### src/rtl/nx_indirect_access_mw_cntrl.sv
`timescale 1ns/1ps
// Indirect-access controller: stages a wide table entry through register-width data words and
// sequences READ/WRITE/RESET/INIT(_INC) accesses to one of N_TABLES tables over a shared memory port.
// Latency: status visible one cycle after a command; WRITE completes on grant; READ data lands grant+1.
// Backpressure: memory accesses wait for grant; a wait of 2^N_TIMER_BITS-1 cycles aborts with TMO.
//
// Ports:
//   clk, rst_n                 clock, asynchronous active-low reset
//   wr_stb/reg_addr/wr_dat     CSR register write (command word or staging data words)
//   cmnd_op/addr/table_id      command fields, sampled on a write to CMND_ADDRESS
//   addr_limit                 per-table last valid entry address, AW bits per table
//   stat_*                     status code, word count, selected table limit, latched table id
//   rd_dat                     staging buffer contents
//   sw_cs/we/add/table_id/wdat memory request; sw_rdat returned the cycle after grant
//   grant/yield                port grant from datapath; yield asks the datapath to release it
//   reset                      one-cycle pulse while a RESET write is presented
//
// Optional build macro: NX_IA_SIM_TMO_EN enables op 14 (SIM_TMO), which masks grant until the
// next timeout. Without it op 14 is an undefined opcode.

module nx_indirect_access_mw_cntrl #(
    parameter int                         N_REG_ADDR_BITS = 11,
    parameter logic [N_REG_ADDR_BITS-1:0] CMND_ADDRESS    = 11'h40C,
    parameter logic [N_REG_ADDR_BITS-1:0] DATA_ADDRESS    = 11'h410,
    parameter int                         N_WORD_BITS     = 32,
    parameter int                         N_DATA_BITS     = 128,
    parameter int                         N_TABLES        = 2,
    parameter int                         N_ENTRIES       = 64,
    parameter int                         N_TIMER_BITS    = 4,
    localparam int N_WORDS = (N_DATA_BITS + N_WORD_BITS - 1) / N_WORD_BITS,
    localparam int TW      = (N_TABLES > 1) ? $clog2(N_TABLES) : 1,
    localparam int AW      = $clog2(N_ENTRIES)
) (
    input  logic                       clk,
    input  logic                       rst_n,
    input  logic                       wr_stb,
    input  logic [N_REG_ADDR_BITS-1:0] reg_addr,
    input  logic [N_WORD_BITS-1:0]     wr_dat,
    input  logic [3:0]                 cmnd_op,
    input  logic [AW-1:0]              cmnd_addr,
    input  logic [TW-1:0]              cmnd_table_id,
    input  logic [N_TABLES*AW-1:0]     addr_limit,
    output logic [2:0]                 stat_code,
    output logic [4:0]                 stat_datawords,
    output logic [AW-1:0]              stat_addr,
    output logic [TW-1:0]              stat_table_id,
    output logic [N_DATA_BITS-1:0]     rd_dat,
    output logic                       sw_cs,
    output logic                       sw_we,
    output logic [AW-1:0]              sw_add,
    output logic [TW-1:0]              sw_table_id,
    output logic [N_DATA_BITS-1:0]     sw_wdat,
    input  logic [N_DATA_BITS-1:0]     sw_rdat,
    input  logic                       grant,
    output logic                       yield,
    output logic                       reset
);

    localparam int BUF_BITS = N_WORDS * N_WORD_BITS;
    // The top staging word only carries the bits that exist in a table entry.
    localparam logic [N_WORD_BITS-1:0] TOP_MASK = {N_WORD_BITS{1'b1}} >> (BUF_BITS - N_DATA_BITS);

    localparam logic [3:0] OP_NOP       = 4'd0;
    localparam logic [3:0] OP_READ      = 4'd1;
    localparam logic [3:0] OP_WRITE     = 4'd2;
    localparam logic [3:0] OP_ENABLE    = 4'd3;
    localparam logic [3:0] OP_DISABLE   = 4'd4;
    localparam logic [3:0] OP_RESET     = 4'd5;
    localparam logic [3:0] OP_INIT      = 4'd6;
    localparam logic [3:0] OP_INIT_INC  = 4'd7;
    localparam logic [3:0] OP_SET_START = 4'd8;
`ifdef NX_IA_SIM_TMO_EN
    localparam logic [3:0] OP_SIM_TMO   = 4'd14;
`endif
    localparam logic [3:0] OP_ACK_ERROR = 4'd15;

    localparam logic [2:0] STAT_RDY = 3'd0;
    localparam logic [2:0] STAT_BSY = 3'd1;
    localparam logic [2:0] STAT_TMO = 3'd2;
    localparam logic [2:0] STAT_OVR = 3'd3;
    localparam logic [2:0] STAT_NXM = 3'd4;
    localparam logic [2:0] STAT_UOP = 3'd5;
    localparam logic [2:0] STAT_PDN = 3'd7;

    typedef enum logic [2:0] {
        ST_READY,
        ST_DO_WRITE,
        ST_DO_READ,
        ST_READ_DONE,
        ST_DO_RESET,
        ST_DO_INIT,
        ST_POWERDOWN,
        ST_ERROR
    } state_t;

    state_t                          r_state;
    state_t                          w_state_nxt;
    logic [2:0]                      r_stat;
    logic [2:0]                      w_stat_nxt;
    logic [2:0]                      w_err_code;
    logic [N_TIMER_BITS-1:0]         r_timer;
    logic [AW-1:0]                   r_addr;
    logic [AW-1:0]                   r_init_ptr;
    logic [TW-1:0]                   r_table_id;
    logic                            r_init_inc;
    logic                            r_err_from_pdn;
    logic [N_WORDS-1:0][N_WORD_BITS-1:0] r_buf;
    logic [BUF_BITS-1:0]             w_buf_flat;
    logic [BUF_BITS-1:0]             w_rdat_ext;

    logic                            w_cmd_wr;
    logic                            w_cmd_issued;
    logic                            w_op_undef;
    logic                            w_tid_ok;
    logic [AW-1:0]                   w_cmd_limit;
    logic                            w_badaddr;
    logic                            w_busy;
    logic                            w_busy_wait;
    logic                            w_tmo;
    logic                            w_grant;
    logic                            w_uop;
    logic                            w_nxm;
    logic                            w_ovr;
    logic [N_REG_ADDR_BITS-1:0]      w_dat_idx;
    logic                            w_dat_wr;
    logic                            w_inc_word0;
    logic [AW-1:0]                   w_stat_addr;

    // ------------------------------------------------------------------
    // Command decode and address check
    // ------------------------------------------------------------------
    assign w_cmd_wr = wr_stb && (reg_addr == CMND_ADDRESS);

`ifdef NX_IA_SIM_TMO_EN
    assign w_cmd_issued = w_cmd_wr && (cmnd_op != OP_NOP) && (cmnd_op != OP_SIM_TMO);
`else
    assign w_cmd_issued = w_cmd_wr && (cmnd_op != OP_NOP);
`endif

    always_comb begin
        w_op_undef = 1'b1;
        case (cmnd_op)
            OP_NOP, OP_READ, OP_WRITE, OP_ENABLE, OP_DISABLE, OP_RESET,
            OP_INIT, OP_INIT_INC, OP_SET_START, OP_ACK_ERROR: w_op_undef = 1'b0;
`ifdef NX_IA_SIM_TMO_EN
            OP_SIM_TMO:                                       w_op_undef = 1'b0;
`endif
            default:                                          w_op_undef = 1'b1;
        endcase
    end

    // Table lookup by loop so a table id past N_TABLES simply matches nothing.
    always_comb begin
        w_tid_ok    = 1'b0;
        w_cmd_limit = '0;
        for (int t = 0; t < N_TABLES; t++) begin
            if (cmnd_table_id == TW'(t)) begin
                w_tid_ok    = 1'b1;
                w_cmd_limit = addr_limit[t*AW +: AW];
            end
        end
    end

    assign w_badaddr = w_cmd_issued && (!w_tid_ok || (cmnd_addr > w_cmd_limit));

    // ------------------------------------------------------------------
    // Busy / timeout / grant qualification
    // ------------------------------------------------------------------
    assign w_busy = (r_state == ST_DO_WRITE) || (r_state == ST_DO_READ) ||
                    (r_state == ST_READ_DONE) || (r_state == ST_DO_RESET) ||
                    (r_state == ST_DO_INIT);
    assign w_busy_wait = (r_state == ST_DO_WRITE) || (r_state == ST_DO_READ) ||
                         (r_state == ST_DO_INIT);
    assign w_tmo = w_busy_wait && (&r_timer);

`ifdef NX_IA_SIM_TMO_EN
    logic r_sim_mask;
    always_ff @(posedge clk or negedge rst_n) begin
        if (!rst_n) begin
            r_sim_mask <= 1'b0;
        end else if (w_tmo) begin
            r_sim_mask <= 1'b0;
        end else if (w_cmd_wr && (cmnd_op == OP_SIM_TMO)) begin
            r_sim_mask <= 1'b1;
        end
    end
    assign w_grant = grant && !r_sim_mask && !w_tmo;
`else
    // The request is withdrawn in the timeout cycle, so a late grant is not honoured.
    assign w_grant = grant && !w_tmo;
`endif

    // Errors only arise where commands are acted on: ERROR holds its code,
    // POWERDOWN ignores everything except ENABLE (but still checks addresses).
    assign w_uop = w_cmd_wr && w_op_undef && (r_state != ST_POWERDOWN) && (r_state != ST_ERROR);
    assign w_nxm = w_badaddr && (r_state != ST_ERROR);
    assign w_ovr = w_cmd_issued && w_busy;

    always_comb begin
        if (w_uop) begin
            w_err_code = STAT_UOP;
        end else if (w_nxm) begin
            w_err_code = STAT_NXM;
        end else if (w_tmo) begin
            w_err_code = STAT_TMO;
        end else begin
            w_err_code = STAT_OVR;
        end
    end

    // ------------------------------------------------------------------
    // FSM
    // ------------------------------------------------------------------
    always_ff @(posedge clk or negedge rst_n) begin
        if (!rst_n) begin
            r_state <= ST_READY;
        end else begin
            r_state <= w_state_nxt;
        end
    end

    always_comb begin
        w_state_nxt = r_state;
        case (r_state)
            ST_READY: begin
                if (w_cmd_issued) begin
                    case (cmnd_op)
                        OP_WRITE:              w_state_nxt = ST_DO_WRITE;
                        OP_READ:               w_state_nxt = ST_DO_READ;
                        OP_RESET:              w_state_nxt = ST_DO_RESET;
                        OP_INIT, OP_INIT_INC:  w_state_nxt = ST_DO_INIT;
                        OP_DISABLE:            w_state_nxt = ST_POWERDOWN;
                        default:               w_state_nxt = ST_READY;
                    endcase
                end
            end
            ST_DO_WRITE:  if (w_grant) w_state_nxt = ST_READY;
            ST_DO_READ:   if (w_grant) w_state_nxt = ST_READ_DONE;
            ST_READ_DONE: w_state_nxt = ST_READY;
            ST_DO_RESET:  w_state_nxt = ST_READY;
            ST_DO_INIT:   if (w_grant && (r_init_ptr == r_addr)) w_state_nxt = ST_READY;
            ST_POWERDOWN: if (w_cmd_issued && (cmnd_op == OP_ENABLE)) w_state_nxt = ST_READY;
            ST_ERROR: begin
                if (w_cmd_issued && (cmnd_op == OP_ACK_ERROR)) begin
                    w_state_nxt = r_err_from_pdn ? ST_POWERDOWN : ST_READY;
                end
            end
            default:      w_state_nxt = ST_READY;
        endcase
        if (w_uop || w_nxm || w_tmo || w_ovr) begin
            w_state_nxt = ST_ERROR;
        end
    end

    always_comb begin
        case (w_state_nxt)
            ST_READY:     w_stat_nxt = STAT_RDY;
            ST_POWERDOWN: w_stat_nxt = STAT_PDN;
            ST_ERROR:     w_stat_nxt = (r_state == ST_ERROR) ? r_stat : w_err_code;
            default:      w_stat_nxt = STAT_BSY;
        endcase
    end

    always_ff @(posedge clk or negedge rst_n) begin
        if (!rst_n) begin
            r_stat         <= STAT_RDY;
            r_err_from_pdn <= 1'b0;
            r_timer        <= '0;
        end else begin
            r_stat <= w_stat_nxt;
            if ((w_state_nxt == ST_ERROR) && (r_state != ST_ERROR)) begin
                r_err_from_pdn <= (r_state == ST_POWERDOWN);
            end
            // Counts consecutive ungranted wait cycles of the current access only.
            if (w_busy_wait && !w_grant && (w_state_nxt == r_state)) begin
                r_timer <= r_timer + N_TIMER_BITS'(1);
            end else begin
                r_timer <= '0;
            end
        end
    end

    // ------------------------------------------------------------------
    // Command field capture and init pointer
    // ------------------------------------------------------------------
    always_ff @(posedge clk or negedge rst_n) begin
        if (!rst_n) begin
            r_table_id <= '0;
            r_addr     <= '0;
            r_init_inc <= 1'b0;
            r_init_ptr <= '0;
        end else begin
            if (w_cmd_issued) begin
                r_table_id <= cmnd_table_id;
            end
            if ((r_state == ST_READY) && w_cmd_issued) begin
                r_addr     <= cmnd_addr;
                r_init_inc <= (cmnd_op == OP_INIT_INC);
            end
            if (r_state == ST_DO_RESET) begin
                r_init_ptr <= '0;
            end else if ((r_state == ST_DO_INIT) && w_grant) begin
                r_init_ptr <= r_init_ptr + AW'(1);
            end else if ((r_state == ST_READY) && w_cmd_issued && !w_badaddr &&
                         (cmnd_op == OP_SET_START)) begin
                r_init_ptr <= cmnd_addr;
            end
        end
    end

    // ------------------------------------------------------------------
    // Staging buffer
    // ------------------------------------------------------------------
    assign w_dat_idx   = reg_addr - DATA_ADDRESS;
    // Buffer is owned by the read path while a read result is pending.
    assign w_dat_wr    = wr_stb && (reg_addr >= DATA_ADDRESS) &&
                         (w_dat_idx < N_REG_ADDR_BITS'(N_WORDS)) &&
                         (r_state != ST_DO_READ) && (r_state != ST_READ_DONE);
    assign w_inc_word0 = (r_state == ST_DO_INIT) && r_init_inc && w_grant;

    always_comb begin
        w_rdat_ext                  = '0;
        w_rdat_ext[N_DATA_BITS-1:0] = sw_rdat;
    end

    function automatic logic [N_WORD_BITS-1:0] word_mask(input int idx);
        return (idx == N_WORDS - 1) ? TOP_MASK : {N_WORD_BITS{1'b1}};
    endfunction

    always_ff @(posedge clk or negedge rst_n) begin
        if (!rst_n) begin
            r_buf <= '0;
        end else if (r_state == ST_READ_DONE) begin
            r_buf <= w_rdat_ext;
        end else begin
            if (w_inc_word0) begin
                r_buf[0] <= (r_buf[0] + N_WORD_BITS'(1)) & word_mask(0);
            end
            // A register write to word 0 takes precedence over the INIT_INC step.
            for (int i = 0; i < N_WORDS; i++) begin
                if (w_dat_wr && (w_dat_idx == N_REG_ADDR_BITS'(i))) begin
                    r_buf[i] <= wr_dat & word_mask(i);
                end
            end
        end
    end

    assign w_buf_flat = r_buf;
    assign rd_dat     = w_buf_flat[N_DATA_BITS-1:0];

    // ------------------------------------------------------------------
    // Memory port and status outputs
    // ------------------------------------------------------------------
    always_comb begin
        sw_cs   = 1'b0;
        sw_we   = 1'b0;
        sw_add  = r_addr;
        sw_wdat = rd_dat;
        reset   = 1'b0;
        case (r_state)
            ST_DO_WRITE: begin
                sw_cs = !w_tmo;
                sw_we = !w_tmo;
            end
            ST_DO_READ: begin
                sw_cs = !w_tmo;
            end
            ST_DO_RESET: begin
                sw_cs   = 1'b1;
                sw_we   = 1'b1;
                sw_add  = '0;
                sw_wdat = '0;
                reset   = 1'b1;
            end
            ST_DO_INIT: begin
                sw_cs  = !w_tmo;
                sw_we  = !w_tmo;
                sw_add = r_init_ptr;
            end
            default: begin
                sw_cs = 1'b0;
            end
        endcase
    end

    always_comb begin
        w_stat_addr = '0;
        for (int t = 0; t < N_TABLES; t++) begin
            if (r_table_id == TW'(t)) begin
                w_stat_addr = addr_limit[t*AW +: AW];
            end
        end
        if (r_state == ST_POWERDOWN) begin
            w_stat_addr = '0;
        end
    end

    assign yield          = r_timer[N_TIMER_BITS-1];
    assign sw_table_id    = r_table_id;
    assign stat_code      = r_stat;
    assign stat_datawords = 5'(N_WORDS);
    assign stat_addr      = w_stat_addr;
    assign stat_table_id  = r_table_id;

endmodule

### config.mk
export PLATFORM = sky130hd
export DESIGN_NAME = nx_indirect_access_mw_cntrl
export DESIGN_NICKNAME = d
export VERILOG_FILES = /design/src/rtl/nx_indirect_access_mw_cntrl.sv
export SDC_FILE = /design/constraint.sdc
export NUM_CORES = 1
export LEC_CHECK = 0
export CORE_AREA = 2 2 189 191
export DETAILED_ROUTE_END_ITERATION = 16
export DIE_AREA = 0 0 191 193
export SYNTH_ARGS = -nofsm -noshare
export SYNTH_HDL_FRONTEND = slang
export SYNTH_SLANG_ARGS = --single-unit
### constraint.sdc
create_clock -name clk -period 2.35 [get_ports clk]
set_input_delay 0.705 -clock clk [delete_from_list [all_inputs] [get_ports clk]]
set_output_delay 0.705 -clock clk [all_outputs]
set_load 0.005 [all_outputs]
# Word-level counts from Yosys, hierarchy flattened

Memories as Yosys holds them, arrays and structs flattened.
Cells that the tools add are included.

Register bits after elaboration: 153
Logic and storage cells: 137
Bits of input ports: 198
Memories kept: 1
Memory bits (read-only): 16
Output and inout port bits: 282

Memories:

| memory           | words | width | rd ports | clocked after Yosys merged registers in | wr ports | RTL line | text |
|---|---|---|---|---|---|---|---|
| (name not given) | 16    | 1     | 1        | 0                                       | 0        | 142      | `case (cmnd_op)` |

Reductions and logical operators: 55
Mux-type cells: 33
$lt $le $gt $ge: 3
$add $sub $neg: 4
Equal/unequal tests: 29

Operators with widths:

| cell                     | number |
|---|---|
| $mux W128                | 2 |
| $mux W32                 | 5 |
| $mux W6                  | 6 |
| $mux W3                  | 11 |
| $add A32 B1 Y32 const B  | 1 |
| $logic_and A1 B1 Y1      | 30 |
| $eq A11 B2 Y1 const B    | 2 |
| $pmux W3 S7              | 1 |
| $eq A3 B3 Y1 const B     | 6 |
| $eq A4 B3 Y1 const B     | 4 |
| $pmux W3 S5              | 1 |
| $pmux W6 S2              | 1 |
| $eq A11 B1 Y1 const B    | 1 |
| $eq A11 B11 Y1 const B   | 1 |
| $ge A11 B11 Y1 const B   | 1 |
| $logic_not A11 Y1        | 1 |
| $lt A11 B3 Y1 const B    | 1 |
| $sub A11 B11 Y11 const B | 1 |
| $pmux W3 S3              | 1 |
| $eq A4 B2 Y1 const B     | 2 |
| $eq A4 B4 Y1 const B     | 2 |
| $logic_or A1 B1 Y1       | 8 |
| $add A6 B1 Y6 const B    | 1 |
| $eq A3 B2 Y1 const B     | 2 |
| 20 further kinds         | 32 |

# Longest topological paths before layout

Gate-level depths: netlist of run 1.

Depth after elaboration: 13
Gate-level depth with buffers: 10
Gate-level depth less buffers: 9

# Least setup slack after synthesis of run 1

No wires, ideal clock.

Path kind: input port to flip-flop
Start point: input cmnd_table_id
End point: register r_init_ptr[0]
Data required time: 2.219 ns
Data arrival time: 2.891 ns
Slack: -0.672 ns
Setup time: 0.131 ns
Stages: 10
Path buffers: 1
Cells stage by stage: clkbuf_1 mux2_2 ha_1 nand2b_1 a211oi_1 o21ai_2 or3_1 a21oi_4 mux2i_1 o21ai_1

Longest elaborated chain between the ends: 7

Ends and longest elaborated chain:

| what                                | RTL line | text |
|---|---|---|
| start, declared                     | 41       | `input logic [TW-1:0] cmnd_table_id,` |
| $mux W6                             | 157      | `if (cmnd_table_id == TW'(t)) begin` |
| $gt A6 B6 Y1                        | 164      | `assign w_badaddr = w_cmd_issued && (!w_tid_ok \|\| (cmnd_addr > w_cmd_limit));` |
| $logic_and A1 B1 Y1                 | 164      |  |
| $logic_not A1 Y1                    | 304      | `end else if ((r_state == ST_READY) && w_cmd_issued && !w_badaddr &&` |
| $logic_and A1 B1 Y1 (2 in a row)    | 304      |  |
| $reduce_bool A3 Y1 (no source line) | n/a      |  |
| end signal, assigned                | 303      | `r_init_ptr <= r_init_ptr + AW'(1);` |
| end signal, assigned                | 306      | `r_init_ptr <= cmnd_addr;` |
| end, declared                       | 103      | `logic [AW-1:0] r_init_ptr;` |

Every way passes these cells.
A chain may end at the register's enable or synchronous reset.

# Worst setup path after layout of run 1

Start point: register r_state[2]
End point: output sw_wdat[14]

Longest elaborated chain between the ends: 2

Ends and longest elaborated chain:

| what                   | RTL line | text |
|---|---|---|
| start, declared        | 96       | `state_t r_state;` |
| start signal, assigned | 218      | `r_state <= w_state_nxt;` |
| $eq A3 B3 Y1           | 360      | `case (r_state)` |
| $mux W128              | 360      |  |
| end, declared          | 52       | `output logic [N_DATA_BITS-1:0] sw_wdat,` |

Every way passes these cells.

==> results of run 1 <==
-- path summary, 6_finish.rpt --
| kind | from | to | depth (start not counted) |
|---|---|---|---|
| hold / removal | rst_n | rd_dat[68]$_DFFE_PN0P_ | 1 |
| setup reg to reg | r_state[1]$_DFF_PN0_ | rd_dat[19]$_DFFE_PN0P_ | 14 |
| setup / recovery | r_state[2]$_DFF_PN0_ | sw_wdat[14] | 9 |
| min in group clk | stat_code[0]$_DFFE_PN0P_ | stat_code[0]$_DFFE_PN0P_ | 2 |
| hold reg to reg | stat_code[0]$_DFFE_PN0P_ | stat_code[0]$_DFFE_PN0P_ | 2 |
| max in group asynchronous | rst_n | r_state[0]$_DFF_PN0_ | 2 |
-- metal layers --
| layer | global-route usage (%) | share of wire, % | vias to the layer above |
|---|---|---|---|
| li1 | - | - | 5225 |
| met1 | 32.0 | 40 | 5450 |
| met2 | 44.7 | 49 | 489 |
| met3 | 6.71 | 7.8 | 102 |
| met4 | 9.42 | 3.5 | 10 |
| met5 | 0 | 0.13 | - |
-- registers in the layout, summed over array words and instances, names as in the netlist --
signal	count
r_addr	6
r_timer	4
r_init_inc	1
stat_table_id	1
r_init_ptr	6
r_err_from_pdn	1
rd_dat	128
stat_code	3
r_state	3
-- worst register-to-register path, cell delays in order (launching register included) --
cell and delay [ns]:
dfrtp_1 0.40, buf_6 0.15, nor2b_4 0.13, buf_6 0.11, nor4b_4 0.27, buf_4 0.16, nand3_4 0.09, buf_6 0.14
nor3_4 0.19, buf_6 0.14, buf_12 0.10, buf_12 0.12, mux2i_1 0.18, a21oi_1 0.08, o2bb2ai_1 0.12
-- kinds of logic after synthesis --
family          share of synthesized area, %
buf+inv                                 4.21
other cells                           0.0796
xor+xnor                                2.04
compound gates                          19.3
simple gates                            26.2
mux                                     5.94
flops                                   40.6
fa+ha+maj                               1.59
-- cell usage after synthesis (3+ instances only) --
cell / n
dfrtp_1: 153
nand2_1: 132
nor2b_1: 131
a21oi_1: 130
o21ai_0: 108
nor2_1: 83
clkbuf_1: 64
mux2i_1: 47
and2_1: 33
nand3_1: 26
a22oi_1: 19
a2bb2oi_1: 18
xnor2_1: 16
inv_1: 14
nor3_1: 13
ha_1: 12
and3_1: 9
nand4_1: 9
buf_2: 8
mux2_2: 8
buf_4: 7
nand2b_1: 7
o21ai_1: 6
xor2_1: 6
nor3b_1: 5
o211ai_1: 5
o31ai_1: 5
or3_1: 5
nor3_2: 4
a211oi_1: 3
a31oi_1: 3
and4_1: 3
buf_1: 3
nor4_1: 3
o22ai_1: 3
or2_2: 3
-- metrics by stage --
| stage | setup TNS (ns) | power, uW | setup WS (ns) | utilization (%) | hold slack, ns |
|---|---|---|---|---|---|
| final | -20.87 | 10400 | -0.239 | 52.8 | 0.238 |
| after global routing | -37.74 | 10900 | -0.309 | 52.8 | 0.261 |
| after CTS | -33.12 | 10300 | -0.343 | 49.9 | 0.249 |
| after detailed placement | -129.67 | 7730 | -0.984 | 45.4 | 0.494 |
| after global placement | -123.60 | 7710 | -0.990 | 45.4 | 0.473 |
| after floorplan | -8.98 | 4710 | -0.352 | - | 0.409 |
-- cell type report --
cell class | count | share of cell area, %
multi-input combinational | 888 | 34.2
tap | 461 | 3.12
sequential | 153 | 20.7
clock inverter | 12 | 0.617
inverter | 14 | 0.393
clock buffer | 20 | 2.53
timing repair buffer | 705 | 38.3
antenna | 4 | 0.0542
-- cell usage in the layout, fill, tap and decap left out, types with 7 or more instances in the layout --
master / count
clkdlybuf4s50_1: 295
dfrtp_1: 151
nand2_1: 124
buf_4: 115
nor2b_1: 109
a21oi_1: 88
buf_2: 72
buf_6: 55
o21ai_0: 52
nor2_1: 48
o21ai_1: 47
mux2i_1: 45
a21oi_2: 41
buf_12: 36
clkdlybuf4s15_1: 36
and2_1: 32
clkbuf_2: 29
dlygate4sd2_1: 26
clkbuf_16: 25
nor2_4: 23
nand3_1: 23
a22oi_2: 18
nor2b_4: 17
o21ai_2: 16
xnor2_1: 14
a2bb2oi_1: 13
buf_16: 13
nor2_2: 12
inv_1: 9
nand4_1: 9
ha_1: 9
dlymetal6s2s_1: 9
buf_8: 9
and3_1: 8
mux2_2: 7
nor3_4: 7
-- what timing repair did --
item | in CTS | in global routing
hold buffers | 0 | 0
cloned | 17 | 9
setup endpoints to repair | 294 | 288
pin swaps | 44 | 66
gates resized for setup | 534 | 329
hold endpoints to repair | 0 | 0
buffers inserted | 56 | 41
-- power groups by stage --
stage | logic, uW | clock network, uW | registers [uW]
after floorplan | 1100 | 0 | 3610
after global placement | 3900 | 0 | 3810
after detailed placement | 3920 | 0 | 3820
after CTS | 3650 | 2890 | 3780
after global routing | 4090 | 2970 | 3870
final | 3760 | 2830 | 3810
==> impl.org, run 1 <==
** Critical path
- List of cells traversed by the critical path :: nand2b_4 > nor2_4 > buf_12 > buf_16 > buf_12 > buf_8 > buf_6 > nor2b_1 > buf_2
- Master of the slowest instance on the critical path :: dfrtp_1
- Reg2reg setup slack :: -0.13 ns
- Worst Path Max Fanout :: 5
- Slowest stage delay, CP :: 0.42 ns
- Worst path bufs/invs :: 6
- Setup Crit Path Kind :: reg -> out
- CP arrival :: 1.88 ns
- CP most frequent cell :: buf_12
- Setup crit end kind :: output pin
- The worst setup path is launched from a flop.
- Among cell families on the critical path, the largest total delay comes from buffers and inverters.
- CP required :: 1.64 ns

** Layout
- Sequential cell area in the final layout :: 3830 um2
- Area Growth Syn to Fin :: 95.9%
- After filler insertion, the fill cell instance count of the layout stands at ~3200.
- With fillers left out, the area of the finished cells amounts to 18500 um2.
- Final net count :: between 1500 and 2000
- In the final layout, the multi-input gates occupy 6320 um2.
- The count of cells in the finished layout, fillers not included, comes to 2257.
- Of the cells placed in the final design, the portion with a size suffix greater than 1 is between 30% and 40%.

** Timing
- Setup repair after global routing could not meet its margin everywhere.
- The final number of max-transition violations was 0.
- Measured against its own limit, the worst slew margin works out to 61.9%.
- For the pin with the worst max-slew slack, the measured transition is 0.572 ns.
- Worst Slack Setup Final :: -0.239 ns
- Hold Fails Final Rpt :: 0
- The worst path in the final design needs a cycle of 2.59 ns, including I/O delays and setup.
- In the finished design, the share of the clock period the worst path needs comes to 110%.
- Count of endpoints failing setup in the final report :: 188
- Maximum operating frequency :: approximately 390 MHz
- Post-route clock skew :: 0.0153 ns

** Floorplan
- Site row count :: 69
- between 400 and 500 I/O pins were placed.
- Horizontal extent of the die :: 191 um
- The die covers 36900 um2.
- The core region is 35000 um2.
- Once the floorplan was initialized, standard cells occupied 27.0% of the core.
- Die Ht :: approximately 190 um

** Logic synthesis
- In this run the mean area of a mapped cell was 8.31 um2.
- Post-synth top area cell :: dfrtp_1
- Among all flip-flop cells after synthesis, the most frequent one is dfrtp_1.
- Synthesized area :: 9430 um2
- Synthesis produced a netlist whose cell count is between 1000 and 1500.
- Number of storage elements in the synthesis netlist :: 153
- The synthesized design contains 0 enable-type register cells.
- After synthesis, flip-flops and latches occupy 40.6% of the total area.
- The netlist uses 59 different library cells.
- Yosys printed 0 warnings.
- Yosys top cell area share :: 40.6%
- Fraction of registers with async set/reset :: 100%
- Top cells by area in the synthesized netlist :: dfrtp_1 (41%), nor2b_1 (8.7%), a21oi_1 (6.9%)

** Global routing
- Via count of the first global-routing pass :: 11000
- Global routing consumed, over all layers together, 26.2% of the routing resources.
- The initial antenna violation count came to 6.
- The first global-routing pass estimated between 70000 and 80000 um of wire.
- Pin count of the biggest net entering global routing :: 53
- After global routing the overflow that remains totals 0.

** Routing
- Vias/cell :: 5.00
- Dividing the detail-routed wire length by the instance count gives ~23 um.
- Total routed wirelength :: 51800 um
- In this run, the number of DRC markers left after iteration 0 of detailed routing was 550.
- Total DRC errors in the routed layout :: 0
- Number of vias in the routed layout :: 11300
- The detail route stage leaves a number of antenna-violating nets equal to 0.
- The first detailed-routing pass took 5 iterations.

** Clock tree
- Buffer type at the clock tree root :: clkbuf_16
- Longest Clk Path Bufs :: 2
- In this run, CTS created clock tree buffers numbering 17.
- The later pin in the worst-skew pair is clocked with a latency of approximately 0.44 ns.
- After clock tree synthesis, the clock-pin slew on the worst setup and hold paths is approximately 0.07 ns.
- In this run the number of H-tree levels came out at 4.
- TritonCTS built the clock tree.
- For this design, the sink count on the clock tree is 153.

** Run
- Number of maximum-capacitance constraint violations :: 0

** Pwr
- Net switching is 32.5% of the power.
- Share of total power in the clock network :: roughly 27%
- Combinational logic burns around 36% of the power.
- Register share of total power :: 36.6%
- Switching power summed over all nets :: 3370 uW
- Total internal power :: 7020 uW
- Power spread over the standard cell area amounts to 563 nW/um2.
- Static leakage :: 0.00840 uW
- Worst ir drop on vdd :: 494 uV

** Status
- The checks that failed: setup timing.
- Run status :: finished, violations left

** Place
- In this run the tool buffered the top-level ports with approximately 470 buffer cells.
- The placed instances occupy a cell area of about 16000 um2.
- Weighted congestion reported at the end of routability-driven placement :: 0.917
- Counting tap cells, the placed design contains a total of 2118 instances.
- DP Wirelength :: 35400 um

** Min path
- In this run the worst hold path is classified as in -> async.
Power figures use the tool's default switching activity.
==> inputs of run 2 (changes only) <==
--- a/config.mk
+++ b/config.mk
@@ -5,9 +5,12 @@
 export SDC_FILE = /design/constraint.sdc
 export NUM_CORES = 1
 export LEC_CHECK = 0
+export ABC_AREA = 1
 export CORE_AREA = 2 2 189 191
 export DETAILED_ROUTE_END_ITERATION = 16
 export DIE_AREA = 0 0 191 193
+export MAX_ROUTING_LAYER = met4
+export PLACE_DENSITY = 0.72
 export SYNTH_ARGS = -nofsm -noshare
 export SYNTH_HDL_FRONTEND = slang
 export SYNTH_SLANG_ARGS = --single-unit
==> impl.org, run 2 <==
** Floorplan
- Starting Density :: 29.4%
- Site row count :: a little under 70
- Die Footprint :: 36900 um2
- Die Ht :: a little under 200 um
- Horizontal extent of the die :: 191 um
- Pin placement for this block handled 480 I/O pins.
- Total core area :: 35000 um2

** Clock tree
- The tree is rooted in a clkbuf_16.
- Number of buffers created by CTS :: 17
- Post-CTS Hold Buffers :: 0
- TritonCTS built the clock tree.
- The clock drives between 150 and 200 sinks.
- Clock transition at the registers of the reported paths :: 0.07 ns
- The clock reaches the later pin of the worst-skew pair after 0.46 ns.
- Longest Clk Path Bufs :: 2
- In this run the number of H-tree levels came out at 4.

** Min path
- In this run the worst hold path is classified as in -> async.

** Timing
- Clock period minus final worst setup slack :: 2.65 ns
- Final clock period utilization by the worst path :: 113%
- The final number of max-transition violations is 0.
- In the post-route analysis, the smallest setup slack over all paths is -0.295 ns.
- Timing would allow up to roughly 380 MHz.
- Worst-case headroom to the max-slew limit :: 60.1%
- Between clock sinks in the finished design, the worst skew comes to 0.0145 ns.
- RSZ-0062 raised after global routing :: true
- Hold timing on the final database bottoms out at a slack of 0.154 ns.
- For the pin with the worst max-slew slack, the measured transition is 0.598 ns.
- The total count of hold-check failures in the final report came to 0.
- Setup violations remaining at the end of the flow were counted as between 150 and 200.

** Critical path
- The critical path ends at sw_wdat[92].
- Setup Crit Path Kind :: reg -> out
- STA puts the critical path data required time at between 1.5 and 2 ns.
- Together, buffers and inverters on the worst path number 6.
- Capture point of the worst reg-to-reg path :: rd_dat[75]$_DFFE_PN0P_
- The setup check on the worst reg-to-reg path leaves a slack of -0.11 ns.
- The critical path runs through a total of 9 cells.
- Kind of start point of the critical path :: flop
- Worst setup startpoint :: r_state[1]$_DFF_PN0_
- In this design, the stage delay of the slowest critical-path cell is 0.42 ns.
- The kind of cell with the highest combined delay along the critical path is buffers and inverters.
- In this run the worst path has a maximum fanout of 7.
- Reg2reg path depth :: 16
- Beginning of the worst register-to-register path :: r_state[2]$_DFF_PN0_
- STA classifies the critical path endpoint as an output pin.
- Data arrives at the worst endpoint at 1.94 ns.
- List of cells traversed by the critical path :: nor2_2 > nand2_2 > clkinv_4 > buf_12 > buf_8 > buf_12 > buf_4 > nor2_2 > buf_2
- The largest individual stage delay along the critical path comes from the cell dfrtp_1.

** Global routing
- Global-route total usage across every layer :: 27.1%
- The initial antenna violation count was 3.
- Entering global routing, the biggest net connects 127 pins.
- Via count of the first global-routing pass :: approximately 12000
- The first global-routing pass estimated 72500 um of wire.
- Total congestion overflow :: 0

** Logic synthesis
- Synthesized area :: 10300 um2
- The top cell type by area accounts for between 30% and 40% of the synthesized area.
- Sorting the synthesized cells by how often they occur yields nand2_1 (517), inv_1 (215), nor2_1 (207).
- Yosys mapped a number of flops with a built-in enable equal to 0.
- After synthesis, the cell types taking the most area are dfrtp_1 (37%), nand2_1 (19%), inv_1 (7.8%).
- For this run, the number of Yosys warnings is 0.
- By instance count, the leading cell after synthesis is nand2_1.
- Synthesis produced 1573 cells.
- Of all cell types, the one taking the most synthesized area is dfrtp_1.
- Among all flip-flop cells after synthesis, the most frequent one is dfrtp_1.
- The share of the Yosys chip area taken by registers is 37.2%.
- The average instance in the mapped netlist occupies 6.54 um2.
- Fraction of registers with async set/reset :: 100%
- After synthesis the netlist holds a flip-flop and latch count of about 150.
- Count of distinct cell types in the synthesized netlist :: 40

** Place
- DP Wirelength :: 38200 um
- Weighted congestion reported at the end of routability-driven placement :: 0.975
- Worst slack after detailed placement :: -0.869 ns
- Cell area after placement :: between 15000 and 20000 um2
- The count of buffers added on input and output ports is approximately 470.

** Pwr
- Power density over the cells :: roughly 330 nW/um2
- Static leakage :: slightly below 0.01 uW
- Across the VDD grid, the largest voltage drop is 530 uV.

** Routing
- Post-DR wirelength/cell :: 21.1 um
- Total DRC errors in the routed layout :: 0
- Total routed wirelength :: 56900 um
- The first detailed-routing pass ran for 6 iterations.
- The detailed router finished its first iteration with 1168 violations.
- Number of vias in the routed layout :: 13700
- Remaining antenna violation count after routing :: 0
- Vias/cell :: 5.09

** Layout
- With fillers left out, the area of the finished cells amounts to between 15000 and 20000 um2.
- Most common cell after layout, fill and taps aside :: nand2_1
- Final core utilization :: 55.2%
- Most used cells in the layout excluding fill and tap cells :: nand2_1 (449), clkdlybuf4s50_1 (307), inv_1 (203), dfrtp_1 (147), nor2_1 (132)
- In the final design database the tool counted 2430 nets.
- Of the cells placed in the final design, the portion with a size suffix greater than 1 is ~30%.
- Area Growth Syn to Fin :: 87.5%
- Max reg flops :: between 100 and 150

** Status
- The flow ran to the end, but the final reports show violations.
- The final reports fail on setup timing.

** Run
- The tool flagged a number of max-cap violations equal to 0.
run 2: what timing repair did:
item	CTS	global route
setup endpoints to repair	290	293
hold endpoints to repair	0	0
buffers inserted	13	48
gates cloned	1	36
resized for setup	187	642
pin swaps	6	64
run 2: metrics by stage:
step / std cells / setup TNS, ns / total power, uW
detailed placement: 2567 / -104.26 / 3480
floorplan: 1576 / 0 / 2870
global route: 2698 / -44.57 / 6670
global placement: 2567 / -96.34 / 3480
finish: 2699 / -24.00 / 6460
CTS: 2612 / -62.97 / 6420
run 2: cell type report:
type                    instances  area [um2]
diodes                          5        12.5
fillers                      3193       15700
multi-input cells            1132        6430
repair buffers                693        6970
inverters                     223         867
well taps                     461         577
flip-flops and latches        153        3840
clock inverters                14         180
clock buffers                  18         429
run 2: cell families (layout without fill, tap and decap cells):
group	count (synthesis)	after routing	share of synthesized area, %
AND/OR/NAND/NOR	868	870	35.6
buffers and inverters	293	948	11.6
AO/OA/AOI/OAI	223	223	12.2
flip-flops	153	153	37.2
XOR/XNOR	21	21	1.86
adder cells (fa/ha/maj)	12	12	1.46
other	2	10	0.0729
multiplexers	1	1	0.0972
run 2: power breakdown:
group	total, uW	switching [uW]	internal, uW	leakage, uW
clock network	2960	1340	1620	0.000293
logic	851	399	452	0.00727
registers	2650	11.5	2640	0.00207
run 2: worst min path at each step:
stage | from | endpoint | cells past startpoint
after floorplan | rst_n | r_addr[0]$_DFFE_PN0P_ | 0
after global placement | r_timer[0]$_DFF_PN0_ | r_timer[0]$_DFF_PN0_ | 1
after detailed placement | r_timer[0]$_DFF_PN0_ | r_timer[0]$_DFF_PN0_ | 1
after CTS | rst_n | rd_dat[81]$_DFFE_PN0P_ | 1
after global routing | rst_n | rd_dat[81]$_DFFE_PN0P_ | 1
final | rst_n | rd_dat[81]$_DFFE_PN0P_ | 1
run 2: routing by layer:
metal / vias up / share of wire, % / track usage [%]
li1: 6211 / - / -
met1: 6549 / 40 / 34.1
met2: 821 / 47 / 44.0
met3: 165 / 8.9 / 5.34
met4: 0 / 3.8 / 7.93
met5: - / 0 / -
